===== src/rtl/remote_comm_pkg.sv =====
// remote_comm_pkg
// Shared types and constants for the remote command link.
//   tx_state_t       : two-byte command sequencer states (IDLE, HIGH, LOW, DONE)
//   rx_state_t       : byte receiver states (IDLE, START, DATA, STOP)
//   BAUD_DIV_DEFAULT : default clocks per UART bit
//   CNT_W            : width of the baud counters
package remote_comm_pkg;

  typedef enum logic [1:0] {
    TX_IDLE = 2'd0,
    TX_HIGH = 2'd1,
    TX_LOW  = 2'd2,
    TX_DONE = 2'd3
  } tx_state_t;

  typedef enum logic [1:0] {
    RX_IDLE  = 2'd0,
    RX_START = 2'd1,
    RX_DATA  = 2'd2,
    RX_STOP  = 2'd3
  } rx_state_t;

  localparam int BAUD_DIV_DEFAULT = 434;
  localparam int CNT_W            = 16;

endpackage


===== src/rtl/remote_comm_uart_tx_rx.sv =====
// uart_tx_rx
// Byte-level 8N1 UART transmitter and receiver, LSB first, BAUD_DIV clocks per bit.
// The two halves share nothing but clock and reset.
// Ports:
//   clk, rst  : clock, asynchronous active-high reset
//   tx_start  : load tx_data and begin a frame; honoured when idle or on tx_done
//   tx_data   : byte to transmit
//   tx        : serial out (registered, idle high)
//   tx_done   : high on the last clock of the stop bit; a new tx_start on that
//               cycle chains the next frame with no idle gap
//   rx        : serial in, already registered by the caller
//   rx_valid  : high on the mid-stop sample cycle; rx_data is complete then
//   rx_data   : received byte
module uart_tx_rx
  import remote_comm_pkg::*;
#(
  parameter int BAUD_DIV = BAUD_DIV_DEFAULT
) (
  input  logic       clk,
  input  logic       rst,
  input  logic       tx_start,
  input  logic [7:0] tx_data,
  output logic       tx,
  output logic       tx_done,
  input  logic       rx,
  output logic       rx_valid,
  output logic [7:0] rx_data
);

  localparam logic [CNT_W-1:0] BIT_LAST  = CNT_W'(BAUD_DIV - 1);
  localparam logic [CNT_W-1:0] HALF_LAST = CNT_W'(BAUD_DIV / 2 - 1);

  logic             tx_busy;
  logic [CNT_W-1:0] tx_cnt;
  logic [3:0]       tx_bit;
  logic [9:0]       tx_frame;

  rx_state_t        rx_state;
  rx_state_t        rx_next;
  logic [CNT_W-1:0] rx_cnt;
  logic [2:0]       rx_bit;
  logic [7:0]       rx_shift;
  logic             rx_prev;

  assign tx_done  = tx_busy && (tx_cnt == BIT_LAST) && (tx_bit == 4'd9);
  assign rx_valid = (rx_state == RX_STOP) && (rx_cnt == BIT_LAST);
  assign rx_data  = rx_shift;

  // Transmit shifter: frame held as {stop, data, start}, shifted out LSB first.
  always_ff @(posedge clk or posedge rst) begin
    if (rst) begin
      tx_busy  <= 1'b0;
      tx_cnt   <= '0;
      tx_bit   <= 4'd0;
      tx_frame <= 10'h3FF;
      tx       <= 1'b1;
    end else if (tx_start && (!tx_busy || tx_done)) begin
      tx_busy  <= 1'b1;
      tx_cnt   <= '0;
      tx_bit   <= 4'd0;
      tx_frame <= {1'b1, tx_data, 1'b0};
      tx       <= 1'b0;
    end else if (tx_busy) begin
      if (tx_cnt == BIT_LAST) begin
        tx_cnt <= '0;
        if (tx_bit == 4'd9) begin
          tx_busy <= 1'b0;
          tx_bit  <= 4'd0;
          tx      <= 1'b1;
        end else begin
          tx_bit   <= tx_bit + 4'd1;
          tx_frame <= {1'b1, tx_frame[9:1]};
          tx       <= tx_frame[1];
        end
      end else begin
        tx_cnt <= tx_cnt + CNT_W'(1);
      end
    end
  end

  // Receive state register plus edge-detect history.
  always_ff @(posedge clk or posedge rst) begin
    if (rst) begin
      rx_state <= RX_IDLE;
      rx_prev  <= 1'b1;
    end else begin
      rx_state <= rx_next;
      rx_prev  <= rx;
    end
  end

  // Receive next-state: a high sample at mid-start means a glitch, drop back to idle.
  always_comb begin
    rx_next = rx_state;
    case (rx_state)
      RX_IDLE: begin
        if (rx_prev && !rx) rx_next = RX_START;
        else                rx_next = RX_IDLE;
      end
      RX_START: begin
        if (rx_cnt == HALF_LAST) rx_next = rx ? RX_IDLE : RX_DATA;
        else                     rx_next = RX_START;
      end
      RX_DATA: begin
        if ((rx_cnt == BIT_LAST) && (rx_bit == 3'd7)) rx_next = RX_STOP;
        else                                          rx_next = RX_DATA;
      end
      RX_STOP: begin
        if (rx_cnt == BIT_LAST) rx_next = RX_IDLE;
        else                    rx_next = RX_STOP;
      end
      default: rx_next = RX_IDLE;
    endcase
  end

  // Receive counters and shifter; after mid-start every sample is one full bit apart.
  always_ff @(posedge clk or posedge rst) begin
    if (rst) begin
      rx_cnt   <= '0;
      rx_bit   <= 3'd0;
      rx_shift <= 8'h00;
    end else begin
      if ((rx_state == RX_IDLE) || (rx_state != rx_next) || (rx_cnt == BIT_LAST)) begin
        rx_cnt <= '0;
      end else begin
        rx_cnt <= rx_cnt + CNT_W'(1);
      end
      if (rx_state != RX_DATA) begin
        rx_bit <= 3'd0;
      end else if (rx_cnt == BIT_LAST) begin
        rx_bit   <= rx_bit + 3'd1;
        rx_shift <= {rx, rx_shift[7:1]};
      end
    end
  end

endmodule


===== src/rtl/remote_comm.sv =====
// remote_comm
// Sends a 16-bit command as two back-to-back UART bytes (high byte first) and
// captures single-byte responses from the remote side.
// Ports:
//   clk, rst  : clock, asynchronous active-high reset
//   cmd       : command word, captured when send_cmd is accepted
//   send_cmd  : start pulse, accepted only in IDLE or DONE
//   RX / TX   : UART serial in / out, idle high
//   cmd_sent  : both command bytes fully transmitted; held until next accepted send
//   resp_rdy  : resp holds a valid byte; cleared by an accepted send
//   resp      : last received byte
// Build option: REMOTE_COMM_RX_SYNC_EN selects a two-flop RX synchronizer
// instead of the default single input flop.
module remote_comm
  import remote_comm_pkg::*;
#(
  parameter int BAUD_DIV = BAUD_DIV_DEFAULT
) (
  input  logic        clk,
  input  logic        rst,
  input  logic [15:0] cmd,
  input  logic        send_cmd,
  input  logic        RX,
  output logic        TX,
  output logic        cmd_sent,
  output logic        resp_rdy,
  output logic [7:0]  resp
);

  tx_state_t   tx_state;
  tx_state_t   tx_next;
  logic [15:0] cmd_reg;
  logic        accept;
  logic        finish;
  logic        byte_start;
  logic [7:0]  byte_data;
  logic        byte_done;
  logic        rx_in;
  logic        rx_valid;
  logic [7:0]  rx_data;

`ifdef REMOTE_COMM_RX_SYNC_EN
  logic [1:0] rx_sync;

  // Two-flop RX synchronizer, preset to the idle level.
  always_ff @(posedge clk or posedge rst) begin
    if (rst) rx_sync <= 2'b11;
    else     rx_sync <= {rx_sync[0], RX};
  end
  assign rx_in = rx_sync[1];
`else
  logic rx_sync;

  // Single RX input flop, preset to the idle level.
  always_ff @(posedge clk or posedge rst) begin
    if (rst) rx_sync <= 1'b1;
    else     rx_sync <= RX;
  end
  assign rx_in = rx_sync;
`endif

  // Sequencer state register.
  always_ff @(posedge clk or posedge rst) begin
    if (rst) tx_state <= TX_IDLE;
    else     tx_state <= tx_next;
  end

  // Sequencer next-state: the high byte is fed straight from cmd so its start
  // bit leaves on the accepting edge; the low byte chains on the high byte's last clock.
  always_comb begin
    tx_next    = tx_state;
    accept     = 1'b0;
    byte_start = 1'b0;
    byte_data  = cmd_reg[7:0];
    case (tx_state)
      TX_IDLE, TX_DONE: begin
        if (send_cmd) begin
          accept     = 1'b1;
          byte_start = 1'b1;
          byte_data  = cmd[15:8];
          tx_next    = TX_HIGH;
        end else begin
          tx_next = tx_state;
        end
      end
      TX_HIGH: begin
        if (byte_done) begin
          byte_start = 1'b1;
          tx_next    = TX_LOW;
        end else begin
          tx_next = TX_HIGH;
        end
      end
      TX_LOW: begin
        if (byte_done) tx_next = TX_DONE;
        else           tx_next = TX_LOW;
      end
      default: tx_next = TX_IDLE;
    endcase
  end

  assign finish = (tx_state == TX_LOW) && byte_done;

  // Command capture and status flags; a byte arriving on the accept cycle keeps resp_rdy set.
  always_ff @(posedge clk or posedge rst) begin
    if (rst) begin
      cmd_reg  <= 16'h0000;
      cmd_sent <= 1'b0;
      resp_rdy <= 1'b0;
      resp     <= 8'h00;
    end else begin
      if (accept) begin
        cmd_reg  <= cmd;
        cmd_sent <= 1'b0;
      end else if (finish) begin
        cmd_sent <= 1'b1;
      end
      if (rx_valid) begin
        resp     <= rx_data;
        resp_rdy <= 1'b1;
      end else if (accept) begin
        resp_rdy <= 1'b0;
      end
    end
  end

  uart_tx_rx #(
    .BAUD_DIV (BAUD_DIV)
  ) u_uart (
    .clk      (clk),
    .rst      (rst),
    .tx_start (byte_start),
    .tx_data  (byte_data),
    .tx       (TX),
    .tx_done  (byte_done),
    .rx       (rx_in),
    .rx_valid (rx_valid),
    .rx_data  (rx_data)
  );

endmodule


===== config.mk =====
export PLATFORM = sky130hd
export DESIGN_NAME = remote_comm
export DESIGN_NICKNAME = d
export VERILOG_FILES = /design/src/rtl/remote_comm_pkg.sv /design/src/rtl/remote_comm_uart_tx_rx.sv /design/src/rtl/remote_comm.sv
export SDC_FILE = /design/constraint.sdc
export NUM_CORES = 1
export LEC_CHECK = 0
export CORE_MARGIN = 2
export CORE_UTILIZATION = 35
export DETAILED_ROUTE_END_ITERATION = 16
export GPL_TIMING_DRIVEN = 0
export PLACE_DENSITY = 0.6
export SETUP_SLACK_MARGIN = 0.5
export SLEW_MARGIN = 20
export SYNTH_ARGS = -nofsm -noshare
export SYNTH_HDL_FRONTEND = slang
export SYNTH_SLANG_ARGS = --single-unit

===== constraint.sdc =====
create_clock -name clk -period 3.7 [get_ports clk]
set_clock_uncertainty 0.05 [all_clocks]
set_input_delay 0.74 -clock clk [delete_from_list [all_inputs] [get_ports clk]]
set_output_delay 0.74 -clock clk [all_outputs]
set_load 0.02 [all_outputs]

==> results of run 1 <==
[per-layer routing]
metal  share of wire [%]  track usage (%)  vias to the layer above
met5                   0                0                        -
met4                 1.6            4.198                        0
met3                 3.5            3.335                       13
met2                  45            20.49                       29
met1                  50            17.69                     1391
li1                    -                -                     1374
[area by class of cell]
| type | count | area share (%) |
|---|---|---|
| clock inverters | 7 | 1.147 |
| plain buffers | 8 | 1.382 |
| well taps | 143 | 3.728 |
| repair buffers | 30 | 6.621 |
| multi-input cells | 262 | 39.00 |
| flip-flops and latches | 81 | 42.52 |
| clock buffers | 9 | 4.692 |
| inverters | 11 | 0.9124 |
[per-stage QoR]
stage | hold slack [ns] | utilization, % | setup WS, ns | area (um^2) | setup TNS [ns]
after global placement | 0.3245 | 39.66 | -0.5214 | 4489 | -36.25
after detailed placement | 0.3250 | 39.92 | 1.019 | 4519 | 0
after CTS | 0.3339 | 42.40 | 1.025 | 4800 | 0
after floorplan | 0.3158 | - | 0.8481 | 4020 | 0
after global routing | 0.3397 | 42.40 | 0.8292 | 4800 | 0
final | 0.3342 | 42.40 | 1.051 | 4800 | 0
[path summary, 6_finish.rpt]
path | end | cells past startpoint
worst max-delay path | u_uart.tx_cnt[13] | 8
worst min-delay path | u_uart.rx_prev | 0
worst max register to register | u_uart.tx_cnt[13] | 8
worst min register to register | u_uart.rx_prev | 0
max in group asynchronous | u_uart.tx_frame[3] | 3
min in group asynchronous | u_uart.rx_cnt[7] | 2
[kinds of logic (layout without fill, tap and decap cells)]
kind of cell,Yosys count,count (layout)
AOI/OAI and AO/OA,50,50
xor gates and xnor gates,25,25
muxes,36,36
DFF,81,81
and+or+nand+nor,140,140
buffers and inverters,19,65
adders and majority gates,11,11
[worst register-to-register path: stages (launching register included)]
cell      delay, ns
dfrtp_1        0.37
inv_1          0.05
ha_1           0.26
clkbuf_1       0.33
nand2_2        0.24
nor3_2         0.55
a21o_1         0.19
clkbuf_1       0.37
nor2_1         0.10
[cell usage after synthesis (3+ instances only)]
| cell | count | area share, % |
|---|---|---|
| a21oi_1 | 5 | 0.62 |
| and3_1 | 6 | 0.93 |
| nand2_1 | 26 | 2.4 |
| nor2_1 | 48 | 4.5 |
| mux2_2 | 32 | 9.0 |
| a32oi_1 | 8 | 1.7 |
| mux2i_1 | 4 | 1.0 |
| o21ai_0 | 13 | 1.6 |
| xor2_1 | 17 | 3.7 |
| clkbuf_1 | 4 | 0.37 |
| dfstp_2 | 11 | 7.2 |
| o22ai_1 | 8 | 1.2 |
| nand4_1 | 7 | 1.1 |
| or2_2 | 3 | 0.47 |
| a21o_1 | 5 | 0.93 |
| nor3_1 | 3 | 0.37 |
| dfrtp_1 | 70 | 44 |
| nor4_1 | 4 | 0.62 |
| ha_1 | 11 | 3.4 |
| inv_1 | 10 | 0.93 |
| o31ai_1 | 3 | 0.56 |
| xnor2_1 | 8 | 1.7 |
| nand3_1 | 17 | 2.1 |
[power by group]
group	internal, mW	leakage, nW	switching, mW
combinational	0.322	0.963	0.311
clock	0.459	0.132	0.372
sequential	1.10	1.04	0.165
[cells in the final DEF, fill, tap and decap left out, drive strengths merged, types with 3 or more instances in the layout]
cell / count
inv: 11
clkbuf: 15
o21ai: 14
clkdlybuf4s50: 29
nand4: 7
nor4: 5
xnor2: 8
a21o: 5
a21oi: 5
ha: 11
nand3: 18
mux2i: 4
and3: 8
clkinv: 5
dfrtp: 70
nand2: 27
or2: 3
o22ai: 8
buf: 3
dfstp: 11
o31ai: 3
mux2: 32
nor3: 4
a32oi: 8
xor2: 17
nor2: 49
==> report_table.html, run 1 <==
<table>
<tr><th>Metric</th><th>Value</th></tr>
<tr><th colspan="2">Critical path</th></tr>
<tr><td>Buffer and inverter count on the worst path</td><td>3</td></tr>
<tr><td>Kind of capture point of the worst setup path</td><td>register</td></tr>
<tr><td>Kind of critical path</td><td>register to register</td></tr>
<tr><td>Critical path origin</td><td>tx_state[0]</td></tr>
<tr><td>Type of origin of the critical path</td><td>register</td></tr>
<tr><td>Signal arrival time at the worst endpoint</td><td>2.81 ns</td></tr>
<tr><td>CP required</td><td>3.86 ns</td></tr>
<tr><td>Crit path max-delay family</td><td>simple AND/OR/NAND/NOR gates</td></tr>
<tr><td>Critical Path Max Stage Delay</td><td>0.55 ns</td></tr>
<tr><td>Cell mode on critical path</td><td>clkbuf_1</td></tr>
<tr><td>Cell Chain, Critical Path</td><td>inv_1 -&gt; ha_1 -&gt; clkbuf_1 -&gt; nand2_2 -&gt; nor3_2 -&gt; a21o_1 -&gt; clkbuf_1 -&gt; nor2_1</td></tr>
<tr><td>R2r setup slk</td><td>1.05 ns</td></tr>
<tr><td>Worst-path maximum fanout</td><td>10</td></tr>
<tr><td>Worst r2r src</td><td>tx_state[0]</td></tr>
<tr><td>Cell with the largest stage delay on the worst path</td><td>nor3_2</td></tr>
<tr><th colspan="2">Global routing</th></tr>
<tr><td>Wire length of the first global-routing pass</td><td>13300 um</td></tr>
<tr><td>Global Route Usage Sum</td><td>13.03%</td></tr>
<tr><td>Number of antenna violations at the first check in global routing</td><td>0</td></tr>
<tr><td>Overflow left after global routing</td><td>0</td></tr>
<tr><td>Pin count of the biggest net entering global routing</td><td>50</td></tr>
<tr><td>Vias in the first global route</td><td>2821</td></tr>
<tr><th colspan="2">Timing</th></tr>
<tr><td>FMAX</td><td>0.3775 GHz</td></tr>
<tr><td>Count of pins over their slew limit</td><td>0</td></tr>
<tr><td>Final-report setup violation count</td><td>0</td></tr>
<tr><td>RSZ-0062 raised after global routing</td><td>no</td></tr>
<tr><td>Transition time at the pin with the least slew margin</td><td>0.8047 ns</td></tr>
<tr><td>Final worst-path cycle share</td><td>71.59%</td></tr>
<tr><td>Relative slew slack</td><td>45.86%</td></tr>
<tr><td>Final number of hold-violating endpoints</td><td>0</td></tr>
<tr><td>Minimum clock period</td><td>2.649 ns</td></tr>
<tr><th colspan="2">Detailed routing</th></tr>
<tr><td>Number of optimization iterations in the first detailed-route pass</td><td>4</td></tr>
<tr><td>Drc violations</td><td>0</td></tr>
<tr><td>Detailed-route wire length per cell</td><td>13.78 um</td></tr>
<tr><td>Final WL</td><td>7595 um</td></tr>
<tr><td>Number of vias in the routed layout</td><td>2807</td></tr>
<tr><td>Initial DRC count</td><td>86</td></tr>
<tr><td>Antenna violation net count after detailed routing</td><td>0</td></tr>
<tr><td>Post-DR vias/cell</td><td>5.094</td></tr>
<tr><th colspan="2">Die</th></tr>
<tr><td>Core area</td><td>11320 um^2</td></tr>
<tr><td>Starting Density</td><td>35.51%</td></tr>
<tr><td>Ports placed on the boundary</td><td>31</td></tr>
<tr><td>Die area</td><td>12360 um^2</td></tr>
<tr><td>Vertical die dimension</td><td>111.2 um</td></tr>
<tr><td>Number of cell rows</td><td>39</td></tr>
<tr><td>Die extent in x</td><td>111.2 um</td></tr>
<tr><th colspan="2">Pwr</th></tr>
<tr><td>Leakage</td><td>2.131 nW</td></tr>
<tr><td>Power Total</td><td>2.731 mW</td></tr>
<tr><td>VDD IR max</td><td>0.0002929 V</td></tr>
<tr><td>Power Dens Cells</td><td>569.0 nW/um^2</td></tr>
<tr><th colspan="2">Clocking</th></tr>
<tr><td>CTS Hold Buffers Added</td><td>0</td></tr>
<tr><td>H-tree depth</td><td>3</td></tr>
<tr><td>Post-CTS setup buffers</td><td>0</td></tr>
<tr><td>Number of sinks handled by clock tree synthesis</td><td>81</td></tr>
<tr><td>Clock latency of the later-clocked register in the worst-skew pair</td><td>0.34 ns</td></tr>
<tr><td>Clock-pin slew of the registers on the worst-case setup and hold paths</td><td>0.06 ns</td></tr>
<tr><td>TritonCTS clock tree</td><td>built</td></tr>
<tr><td>Maximum buffer depth of the clock tree</td><td>2</td></tr>
<tr><td>Clock root cell</td><td>clkbuf_16</td></tr>
<tr><td>Clock buffers created by TritonCTS</td><td>9</td></tr>
<tr><td>Quantity of gates resized following cts</td><td>0</td></tr>
<tr><th colspan="2">Placement</th></tr>
<tr><td>Number of input and output port buffers inserted</td><td>29</td></tr>
<tr><td>Post-placement cell count</td><td>535</td></tr>
<tr><td>GPL Wtd Cong</td><td>0.7683</td></tr>
<tr><td>Estimated wirelength of the detail-placed design</td><td>5353 um</td></tr>
<tr><th colspan="2">Synth</th></tr>
<tr><td>Number of enable-type register cells in the synthesized netlist</td><td>0</td></tr>
<tr><td>Synthesized area per cell</td><td>11.11 um^2</td></tr>
<tr><td>Post-synthesis xor/xnor area fraction</td><td>5.447%</td></tr>
<tr><td>Gate Count Post-Synth</td><td>362</td></tr>
<tr><td>Number of register bits inferred by synthesis</td><td>81</td></tr>
<tr><td>Share of synthesized area occupied by flip-flops and latches</td><td>50.76%</td></tr>
<tr><td>Proportion of synthesized area in mux cells</td><td>9.960%</td></tr>
<tr><td>Synth Area in Adders</td><td>3.424%</td></tr>
<tr><td>Number of distinct library cells after synthesis</td><td>52</td></tr>
<tr><td>Dominant combinational cell family by area after synthesis</td><td>simple AND/OR/NAND/NOR gates</td></tr>
<tr><td>Post-synthesis compound-gate area fraction</td><td>9.088%</td></tr>
<tr><td>Post-Synth Simple-Gate Area</td><td>18.64%</td></tr>
<tr><td>Yosys warning count</td><td>0</td></tr>
<tr><td>Cell area after technology mapping</td><td>4020 um^2</td></tr>
<tr><td>Prevailing post-synth register cell</td><td>dfrtp_1</td></tr>
<tr><td>Synth async-reset ratio</td><td>100.0%</td></tr>
<tr><td>Net count after synthesis</td><td>393</td></tr>
<tr><th colspan="2">Layout</th></tr>
<tr><td>Multi-input gate area</td><td>1872 um^2</td></tr>
<tr><td>Registers with the most flip-flops</td><td>u_uart.rx_cnt x16, u_uart.tx_cnt x16</td></tr>
<tr><td>Final std cells w/o fill</td><td>551</td></tr>
<tr><td>Final nets</td><td>434</td></tr>
<tr><td>Antenna diode instance count</td><td>0</td></tr>
<tr><td>Number of filler instances in the final layout</td><td>1129</td></tr>
<tr><td>Sequential cell area in the final layout</td><td>2041 um^2</td></tr>
<tr><td>Area growth from synthesis to layout</td><td>19.39%</td></tr>
<tr><td>Share of final-layout standard cells stronger than drive strength 1</td><td>20.10%</td></tr>
<tr><th colspan="2">Outcome</th></tr>
<tr><td>Result of the run</td><td>complete, no violations</td></tr>
<tr><th colspan="2">Run</th></tr>
<tr><td>Number of max-capacitance violations reported</td><td>0</td></tr>
<tr><th colspan="2">Min path</th></tr>
<tr><td>Worst min-delay path category</td><td>register to register</td></tr>
<tr><td>Hold Crit Start</td><td>rx_in</td></tr>
</table>
Power figures use the tool's default switching activity.
==> run 2, diff against run 1 <==
--- a/config.mk
+++ b/config.mk
@@ -9,7 +9,7 @@
 export CORE_UTILIZATION = 35
 export DETAILED_ROUTE_END_ITERATION = 16
 export GPL_TIMING_DRIVEN = 0
-export PLACE_DENSITY = 0.6
+export PLACE_DENSITY = 0.62
 export SETUP_SLACK_MARGIN = 0.5
 export SLEW_MARGIN = 20
 export SYNTH_ARGS = -nofsm -noshare
==> constraint.sdc (replaced) <==
create_clock -name clk -period 2.1 [get_ports clk]
set_clock_uncertainty 0.05 [all_clocks]
set_input_delay 0.42 -clock clk [delete_from_list [all_inputs] [get_ports clk]]
set_output_delay 0.42 -clock clk [all_outputs]
set_load 0.02 [all_outputs]
==> report_table.html, run 2 (synthesis gave the netlist of run 1 again) <==
<table>
<tr><th>Metric</th><th>Value</th></tr>
<tr><th colspan="2">Detailed routing</th></tr>
<tr><td>Post-DR vias/cell</td><td>5.104 (was 5.094)</td></tr>
<tr><td>Final WL</td><td>9310 um (was 7595 um)</td></tr>
<tr><td>Drc violations</td><td>0 (unchanged)</td></tr>
<tr><td>Initial DRC count</td><td>152 (was 86)</td></tr>
<tr><td>Number of vias in the routed layout</td><td>3093 (was 2807)</td></tr>
<tr><td>Antenna violation net count after detailed routing</td><td>0 (unchanged)</td></tr>
<tr><td>Number of optimization iterations in the first detailed-route pass</td><td>4 (unchanged)</td></tr>
<tr><td>Detailed-route wire length per cell</td><td>15.36 um (was 13.78 um)</td></tr>
<tr><th colspan="2">Clocking</th></tr>
<tr><td>H-tree depth</td><td>3 (unchanged)</td></tr>
<tr><td>Clock latency of the later-clocked register in the worst-skew pair</td><td>0.33 ns (was 0.34 ns)</td></tr>
<tr><td>Maximum buffer depth of the clock tree</td><td>2 (unchanged)</td></tr>
<tr><td>Clock-pin slew of the registers on the worst-case setup and hold paths</td><td>0.06 ns (about the same)</td></tr>
<tr><td>Clock root cell</td><td>clkbuf_16 (unchanged)</td></tr>
<tr><td>TritonCTS clock tree</td><td>built (unchanged)</td></tr>
<tr><td>Clock buffers created by TritonCTS</td><td>9 (unchanged)</td></tr>
<tr><td>Number of sinks handled by clock tree synthesis</td><td>81 (unchanged)</td></tr>
<tr><th colspan="2">Critical path</th></tr>
<tr><td>Cell mode on critical path</td><td>or4_4 (was clkbuf_1)</td></tr>
<tr><td>Kind of critical path</td><td>register to register (unchanged)</td></tr>
<tr><td>Critical Path Max Stage Delay</td><td>0.56 ns (was 0.55 ns)</td></tr>
<tr><td>Crit path max-delay family</td><td>simple AND/OR/NAND/NOR gates (unchanged)</td></tr>
<tr><td>Kind of capture point of the worst setup path</td><td>register (unchanged)</td></tr>
<tr><td>Cell Chain, Critical Path</td><td>or4_4 -&gt; or4_4 -&gt; o21ai_4 -&gt; and3_2 -&gt; a32oi_1 (was inv_1 -&gt; ha_1 -&gt; clkbuf_1 -&gt; nand2_2 -&gt; nor3_2 -&gt; a21o_1 -&gt; clkbuf_1 -&gt; nor2_1)</td></tr>
<tr><td>R2r setup slk</td><td>-0.19 ns (was 1.05 ns)</td></tr>
<tr><td>Type of origin of the critical path</td><td>register (unchanged)</td></tr>
<tr><td>Cell with the largest stage delay on the worst path</td><td>or4_4 (was nor3_2)</td></tr>
<tr><td>Signal arrival time at the worst endpoint</td><td>2.49 ns (was 2.81 ns)</td></tr>
<tr><td>Worst-path maximum fanout</td><td>8 (was 10)</td></tr>
<tr><td>Buffer and inverter count on the worst path</td><td>0 (was 3)</td></tr>
<tr><td>CP required</td><td>2.29 ns (was 3.86 ns)</td></tr>
<tr><th colspan="2">Global routing</th></tr>
<tr><td>Global Route Usage Sum</td><td>15.77% (was 13.03%)</td></tr>
<tr><td>Wire length of the first global-routing pass</td><td>16100 um (was 13300 um)</td></tr>
<tr><td>Number of antenna violations at the first check in global routing</td><td>0 (unchanged)</td></tr>
<tr><td>Pin count of the biggest net entering global routing</td><td>33 (was 50)</td></tr>
<tr><td>Vias in the first global route</td><td>3257 (was 2821)</td></tr>
<tr><td>Overflow left after global routing</td><td>0 (unchanged)</td></tr>
<tr><th colspan="2">Placement</th></tr>
<tr><td>GPL Wtd Cong</td><td>0.7628 (was 0.7683)</td></tr>
<tr><td>Number of input and output port buffers inserted</td><td>29 (unchanged)</td></tr>
<tr><td>Cell area reported after detailed placement</td><td>4656 um^2 (was 4519 um^2)</td></tr>
<tr><td>Estimated wirelength of the detail-placed design</td><td>5354 um (was 5353 um)</td></tr>
<tr><th colspan="2">Run</th></tr>
<tr><td>Number of max-capacitance violations reported</td><td>0 (unchanged)</td></tr>
<tr><th colspan="2">Pwr</th></tr>
<tr><td>Power Dens Cells</td><td>952.2 nW/um^2 (was 569.0 nW/um^2)</td></tr>
<tr><td>VDD IR max</td><td>0.0008635 V (was 0.0002929 V)</td></tr>
<tr><td>Power Total</td><td>5.584 mW (was 2.731 mW)</td></tr>
<tr><td>Leakage</td><td>2.634 nW (was 2.131 nW)</td></tr>
<tr><th colspan="2">Timing</th></tr>
<tr><td>FMAX</td><td>0.4361 GHz (was 0.3775 GHz)</td></tr>
<tr><td>Final worst-path cycle share</td><td>109.2% (was 71.59%)</td></tr>
<tr><td>Final number of hold-violating endpoints</td><td>0 (unchanged)</td></tr>
<tr><td>Count of pins over their slew limit</td><td>0 (unchanged)</td></tr>
<tr><td>Final-report setup violation count</td><td>28 (was 0)</td></tr>
<tr><td>Minimum clock period</td><td>2.293 ns (was 2.649 ns)</td></tr>
<tr><td>Worst Slack Setup Final</td><td>-0.1933 ns (was 1.051 ns)</td></tr>
<tr><td>Transition time at the pin with the least slew margin</td><td>0.7709 ns (was 0.8047 ns)</td></tr>
<tr><td>Relative slew slack</td><td>48.13% (was 45.86%)</td></tr>
<tr><td>RSZ-0062 raised after global routing</td><td>yes (was no)</td></tr>
<tr><th colspan="2">Min path</th></tr>
<tr><td>Worst min-delay path category</td><td>register to register (unchanged)</td></tr>
<tr><th colspan="2">Die</th></tr>
<tr><td>Core area</td><td>11320 um^2 (unchanged)</td></tr>
<tr><td>Number of cell rows</td><td>39 (unchanged)</td></tr>
<tr><td>Die extent in x</td><td>111.2 um (unchanged)</td></tr>
<tr><td>Vertical die dimension</td><td>111.2 um (unchanged)</td></tr>
<tr><td>Ports placed on the boundary</td><td>31 (unchanged)</td></tr>
<tr><td>Die area</td><td>12360 um^2 (unchanged)</td></tr>
<tr><td>Starting Density</td><td>35.51% (unchanged)</td></tr>
<tr><th colspan="2">Outcome</th></tr>
<tr><td>Result of the run</td><td>finished with violations (was complete, no violations)</td></tr>
<tr><td>Violations in the final reports</td><td>negative setup slack</td></tr>
<tr><th colspan="2">Layout</th></tr>
<tr><td>Final Instance Area</td><td>5864 um^2 (was 4800 um^2)</td></tr>
<tr><td>Registers with the most flip-flops</td><td>u_uart.rx_cnt x16, u_uart.tx_cnt x16 (unchanged)</td></tr>
<tr><td>Number of filler instances in the final layout</td><td>966 (was 1129)</td></tr>
<tr><td>Share of final-layout standard cells stronger than drive strength 1</td><td>41.25% (was 20.10%)</td></tr>
<tr><td>Most common library cell in the layout ignoring fill and taps</td><td>dfrtp_1 (unchanged)</td></tr>
<tr><td>Post-route core utilization</td><td>51.80% (was 42.40%)</td></tr>
<tr><td>Most frequent cells in the layout</td><td>dfrtp_1, nor2_1, buf_4 (was dfrtp_1, nor2_1, mux2_2)</td></tr>
<tr><td>Final nets</td><td>489 (was 434)</td></tr>
<tr><td>Area growth from synthesis to layout</td><td>45.88% (was 19.39%)</td></tr>
<tr><td>Antenna diode instance count</td><td>0 (unchanged)</td></tr>
</table>
-- run 2: per-layer routing --
layer	global-route usage, %	share of wire (%)
met1	21.25	45
met4	4.280	0.73
met3	3.663	2.7
met2	25.61	52
met5	0	0
-- run 2: timing repair --
action | 4_1_cts | 5_1_grt
buffers inserted | 40 | 11
endpoints found under the hold margin | 0 | 0
gates cloned | 3 | 0
pin swaps | 36 | 20
resized for setup | 92 | 40
endpoints found under the setup margin | 89 | 79
hold buffers | 0 | 0
-- run 2: layout make-up --
cell class,count,area (um^2),area share (%)
multi-input combinational,262,2331,39.75
sequential,81,2044,34.86
timing repair buffer,85,845.8,14.42
clock buffer,10,229.0,3.904
tap,143,178.9,3.051
buffer,8,122.6,2.091
clock inverter,6,67.56,1.152
inverter,11,45.04,0.7681
-- run 2: worst reg2reg max path: stages (launching register included) --
cell     delay (ns)
dfrtp_1        0.38
or4_4          0.56
or4_4          0.56
o21ai_4        0.25
and3_2         0.30
a32oi_1        0.12
-- run 2: worst paths after layout --
| kind | cells past startpoint | to | startpoint |
|---|---|---|---|
| worst max-delay path | 5 | u_uart.tx_frame[8] | u_uart.tx_cnt[13] |
| worst min-delay path | 0 | u_uart.rx_prev | rx_in |
| worst max register to register | 5 | u_uart.tx_frame[8] | u_uart.tx_cnt[13] |
| worst min register to register | 0 | u_uart.rx_prev | rx_in |
| max in group asynchronous | 3 | u_uart.tx_frame[5] | rst |
| min in group asynchronous | 2 | u_uart.rx_cnt[12] | rst |
-- run 2: through the flow --
stage               instances  hold WS [ns]  TNS (ns)  setup WS, ns
finish                    606        0.3537    -2.786       -0.1933
floorplan                 362        0.3173   -0.7376      -0.09405
global route              606        0.3625    -5.565       -0.3015
CTS                       595        0.3393    -3.401       -0.1962
global placement          534        0.3269    -27.84       -0.3989
detailed placement        536        0.3302    -13.38       -0.4290
-- run 2: report_power, final --
group	switching, mW	total (mW)	internal [mW]
Combinational	0.768	1.76	0.995
Clock	0.622	1.55	0.925
Sequential	0.327	2.27	1.95
Total	1.72	5.58	3.87
==> run 3, diff against run 2 <==
--- a/config.mk
+++ b/config.mk
@@ -7,11 +7,14 @@
 export LEC_CHECK = 0
 export CORE_MARGIN = 2
 export CORE_UTILIZATION = 35
+export CTS_CLUSTER_SIZE = 14
 export DETAILED_ROUTE_END_ITERATION = 16
 export GPL_TIMING_DRIVEN = 0
 export PLACE_DENSITY = 0.62
+export RECOVER_POWER = 100
 export SETUP_SLACK_MARGIN = 0.5
 export SLEW_MARGIN = 20
 export SYNTH_ARGS = -nofsm -noshare
 export SYNTH_HDL_FRONTEND = slang
+export SYNTH_HIERARCHICAL = 1
 export SYNTH_SLANG_ARGS = --single-unit
==> report_table.html, run 3 <==
<table>
<tr><th>Metric</th><th>Value</th></tr>
<tr><th colspan="2">Layout</th></tr>
<tr><td>Multi-input gate area</td><td>2317 um^2 (was 2331 um^2)</td></tr>
<tr><td>Antenna diode instance count</td><td>0 (unchanged)</td></tr>
<tr><td>Number of filler instances in the final layout</td><td>1001 (was 966)</td></tr>
<tr><td>Registers with the most flip-flops</td><td>u_uart/rx_cnt x16, u_uart/tx_cnt x16 (was u_uart.rx_cnt x16, u_uart.tx_cnt x16)</td></tr>
<tr><td>Share of final-layout standard cells stronger than drive strength 1</td><td>41.36% (was 41.25%)</td></tr>
<tr><td>Final nets</td><td>484 (was 489)</td></tr>
<tr><td>Most frequent cells in the layout</td><td>dfrtp_1, buf_4, mux2_4 (was dfrtp_1, nor2_1, buf_4)</td></tr>
<tr><td>Most common library cell in the layout ignoring fill and taps</td><td>dfrtp_1 (unchanged)</td></tr>
<tr><td>Sequential cell area in the final layout</td><td>2046 um^2 (was 2044 um^2)</td></tr>
<tr><td>Area growth from synthesis to layout</td><td>38.78% (was 45.88%)</td></tr>
<tr><th colspan="2">Synth</th></tr>
<tr><td>Number of enable-type register cells in the synthesized netlist</td><td>0 (unchanged)</td></tr>
<tr><td>Most common cell in the synthesized netlist</td><td>dfrtp_1 (unchanged)</td></tr>
<tr><td>Number of register bits inferred by synthesis</td><td>81 (unchanged)</td></tr>
<tr><td>Cell area after technology mapping</td><td>4175 um^2 (was 4020 um^2)</td></tr>
<tr><td>Yosys warning count</td><td>6 (was 0)</td></tr>
<tr><td>Number of distinct library cells after synthesis</td><td>62 (was 52)</td></tr>
<tr><td>Synthesized area per cell</td><td>11.57 um^2 (was 11.11 um^2)</td></tr>
<tr><td>Synth async-reset ratio</td><td>100.0% (unchanged)</td></tr>
<tr><td>Net count after synthesis</td><td>393 (unchanged)</td></tr>
<tr><td>Prevailing post-synth register cell</td><td>dfrtp_1 (unchanged)</td></tr>
<tr><td>Post-synth top area share</td><td>41.95% (was 43.57%)</td></tr>
<tr><td>Share of synthesized area occupied by flip-flops and latches</td><td>48.88% (was 50.76%)</td></tr>
<tr><td>Cell taking the most area after synthesis</td><td>dfrtp_1 (unchanged)</td></tr>
<tr><td>Gate Count Post-Synth</td><td>361 (was 362)</td></tr>
<tr><td>Top cells by instance count after synthesis</td><td>dfrtp_1, nor2_1, nand2_1 (was dfrtp_1, nor2_1, mux2_2)</td></tr>
<tr><td>Top post-synthesis cells by area</td><td>dfrtp_1, dfstp_2, mux2_4, mux2_2, ha_1 (was dfrtp_1, mux2_2, dfstp_2, nor2_1, xor2_1)</td></tr>
<tr><th colspan="2">Timing</th></tr>
<tr><td>Relative slew slack</td><td>46.27% (was 48.13%)</td></tr>
<tr><td>Final-report setup violation count</td><td>44 (was 28)</td></tr>
<tr><td>Worst Slack Setup Final</td><td>-0.6159 ns (was -0.1933 ns)</td></tr>
<tr><td>Final number of hold-violating endpoints</td><td>0 (unchanged)</td></tr>
<tr><td>Minimum clock period</td><td>2.716 ns (was 2.293 ns)</td></tr>
<tr><td>FMAX</td><td>0.3682 GHz (was 0.4361 GHz)</td></tr>
<tr><td>Count of pins over their slew limit</td><td>0 (unchanged)</td></tr>
<tr><td>RSZ-0062 raised after global routing</td><td>yes (unchanged)</td></tr>
<tr><td>Total negative slack</td><td>-11.71 ns (was -2.786 ns)</td></tr>
<tr><td>Final worst-path cycle share</td><td>129.3% (was 109.2%)</td></tr>
<tr><td>Transition time at the pin with the least slew margin</td><td>0.8050 ns (was 0.7709 ns)</td></tr>
<tr><th colspan="2">Global routing</th></tr>
<tr><td>Overflow left after global routing</td><td>0 (unchanged)</td></tr>
<tr><td>Number of antenna violations at the first check in global routing</td><td>0 (unchanged)</td></tr>
<tr><td>Vias in the first global route</td><td>3245 (was 3257)</td></tr>
<tr><td>Wire length of the first global-routing pass</td><td>15930 um (was 16100 um)</td></tr>
<tr><td>Pin count of the biggest net entering global routing</td><td>28 (was 33)</td></tr>
<tr><td>Global Route Usage Sum</td><td>15.22% (was 15.77%)</td></tr>
<tr><th colspan="2">Clocking</th></tr>
<tr><td>H-tree depth</td><td>3 (unchanged)</td></tr>
<tr><td>Number of sinks handled by clock tree synthesis</td><td>81 (unchanged)</td></tr>
<tr><td>Clock-pin slew of the registers on the worst-case setup and hold paths</td><td>0.07 ns (was 0.06 ns)</td></tr>
<tr><td>Maximum buffer depth of the clock tree</td><td>2 (unchanged)</td></tr>
<tr><td>CTS Hold Buffers Added</td><td>0 (unchanged)</td></tr>
<tr><td>Clock buffers created by TritonCTS</td><td>9 (unchanged)</td></tr>
<tr><td>Clock root cell</td><td>clkbuf_16 (unchanged)</td></tr>
<tr><td>Clock latency of the later-clocked register in the worst-skew pair</td><td>0.34 ns (was 0.33 ns)</td></tr>
<tr><td>TritonCTS clock tree</td><td>built (unchanged)</td></tr>
<tr><th colspan="2">Detailed routing</th></tr>
<tr><td>Detailed-route wire length per cell</td><td>15.94 um (was 15.36 um)</td></tr>
<tr><td>Number of optimization iterations in the first detailed-route pass</td><td>10 (was 4)</td></tr>
<tr><td>Antenna violation net count after detailed routing</td><td>0 (unchanged)</td></tr>
<tr><td>Final WL</td><td>9563 um (was 9310 um)</td></tr>
<tr><td>Post-DR vias/cell</td><td>5.245 (was 5.104)</td></tr>
<tr><td>Number of vias in the routed layout</td><td>3147 (was 3093)</td></tr>
<tr><td>Drc violations</td><td>1 (was 0)</td></tr>
<tr><td>Initial DRC count</td><td>78 (was 152)</td></tr>
<tr><th colspan="2">Die</th></tr>
<tr><td>Vertical die dimension</td><td>113.2 um (was 111.2 um)</td></tr>
<tr><td>Die area</td><td>12820 um^2 (was 12360 um^2)</td></tr>
<tr><td>Starting Density</td><td>36.26% (was 35.51%)</td></tr>
<tr><td>Number of cell rows</td><td>39 (unchanged)</td></tr>
<tr><td>Ports placed on the boundary</td><td>31 (unchanged)</td></tr>
<tr><td>Core area</td><td>11520 um^2 (was 11320 um^2)</td></tr>
<tr><td>Die extent in x</td><td>113.2 um (was 111.2 um)</td></tr>
<tr><th colspan="2">Critical path</th></tr>
<tr><td>Signal arrival time at the worst endpoint</td><td>2.94 ns (was 2.49 ns)</td></tr>
<tr><td>CP required</td><td>2.32 ns (was 2.29 ns)</td></tr>
<tr><td>Worst r2r src</td><td>u_uart/tx_cnt[10] (was u_uart.tx_cnt[13])</td></tr>
<tr><td>Type of origin of the critical path</td><td>register (unchanged)</td></tr>
<tr><td>Kind of capture point of the worst setup path</td><td>register (unchanged)</td></tr>
<tr><td>Critical path origin</td><td>u_uart/tx_cnt[10] (was u_uart.tx_cnt[13])</td></tr>
<tr><td>Worst-path maximum fanout</td><td>6 (was 8)</td></tr>
<tr><td>Kind of critical path</td><td>register to register (unchanged)</td></tr>
<tr><th colspan="2">Pwr</th></tr>
<tr><td>Leakage</td><td>2.528 nW (was 2.634 nW)</td></tr>
<tr><td>Power Dens Cells</td><td>733.1 nW/um^2 (was 952.2 nW/um^2)</td></tr>
<tr><td>VDD IR max</td><td>0.0007044 V (was 0.0008635 V)</td></tr>
<tr><th colspan="2">Run</th></tr>
<tr><td>Number of max-capacitance violations reported</td><td>0 (unchanged)</td></tr>
<tr><th colspan="2">Placement</th></tr>
<tr><td>Estimated wirelength of the detail-placed design</td><td>5950 um (was 5354 um)</td></tr>
<tr><td>Minimum setup slack after placement</td><td>-0.8829 ns (was -0.4290 ns)</td></tr>
<tr><td>Number of input and output port buffers inserted</td><td>30 (was 29)</td></tr>
<tr><td>GPL Wtd Cong</td><td>0.7740 (was 0.7628)</td></tr>
<tr><th colspan="2">Min path</th></tr>
<tr><td>Hold Crit Start</td><td>rx_in (unchanged)</td></tr>
<tr><td>Worst min-delay path category</td><td>register to register (unchanged)</td></tr>
<tr><th colspan="2">Outcome</th></tr>
<tr><td>Violations in the final reports</td><td>design-rule violations, negative setup slack (was negative setup slack)</td></tr>
<tr><td>Result of the run</td><td>finished with violations (unchanged)</td></tr>
</table>
[run 3: cell type report]
type                    instances  share of cell area [%]
well taps                     143                   3.088
clock inverters                 7                   1.468
inverters                      15                   1.036
clock buffers                   9                   3.887
flip-flops and latches         81                   35.31
plain buffers                  14                   2.289
multi-input cells             251                   39.99
repair buffers                 80                   12.93
[run 3: cells by family after synthesis]
logic type	count (synthesis)	synth area share, %
AOI/OAI and AO/OA	60	10.85
xor gates and xnor gates	20	4.195
adders and majority gates	12	3.596
buffers and inverters	29	3.686
DFF	81	48.88
muxes	39	11.75
and+or+nand+nor	120	17.05
[run 3: layer usage]
layer	GRT usage (%)	vias to the layer above	wire [um]
met5	0	-	0
met4	5.285	0	121
met3	3.053	8	211
met2	25.11	40	4818
met1	20.01	1591	4412
li1	-	1508	-
[run 3: where the power goes]
group | switching (mW) | total (mW) | internal (mW)
clock network | 0.688 | 1.63 | 0.944
registers | 0.124 | 1.84 | 1.71
logic | 0.321 | 0.780 | 0.459
total | 1.13 | 4.25 | 3.12
[run 3: critical path, stage by stage, from the launching register on]
cell,delay (ns)
dfrtp_1,0.49
nor4b_4,0.31
and4_1,0.23
buf_6,0.11
nand2_4,0.05
nor2_4,0.14
nand2_2,0.06
a21oi_2,0.14
buf_6,0.14
o211a_4,0.19
nand4_4,0.11
buf_6,0.16
or3_4,0.33
a21oi_2,0.14
[run 3: final timing paths]
check,end,slack (ns),depth (start not counted)
max reg2reg,u_uart/tx_cnt[11],-0.62,13
max,u_uart/tx_cnt[11],-0.62,13
min,u_uart/rx_prev,0.37,0
max in group asynchronous,u_uart/tx_cnt[9],0.39,3
min in group asynchronous,resp[2],0.67,2
min reg2reg,u_uart/rx_prev,0.37,0
[run 3: per-stage QoR]
stage	hold slack [ns]	util [%]	instance area, um^2	cells	power (mW)
2_1_floorplan	0.3147	-	4309	361	2.244
3_3_place_gp	0.3270	41.58	4788	534	2.384
3_5_place_dp	0.3330	41.93	4828	536	2.412
4_1_cts	0.3424	47.66	5489	580	4.206
5_1_grt	0.3808	50.32	5794	600	4.455
6_report	0.3731	50.32	5794	600	4.248
[run 3: timing repair]
item | CTS | global route
setup buffers | 26 | 19
endpoints found under the setup margin | 81 | 72
pin swaps | 17 | 41
resized for setup | 53 | 62
gates cloned | 2 | 1
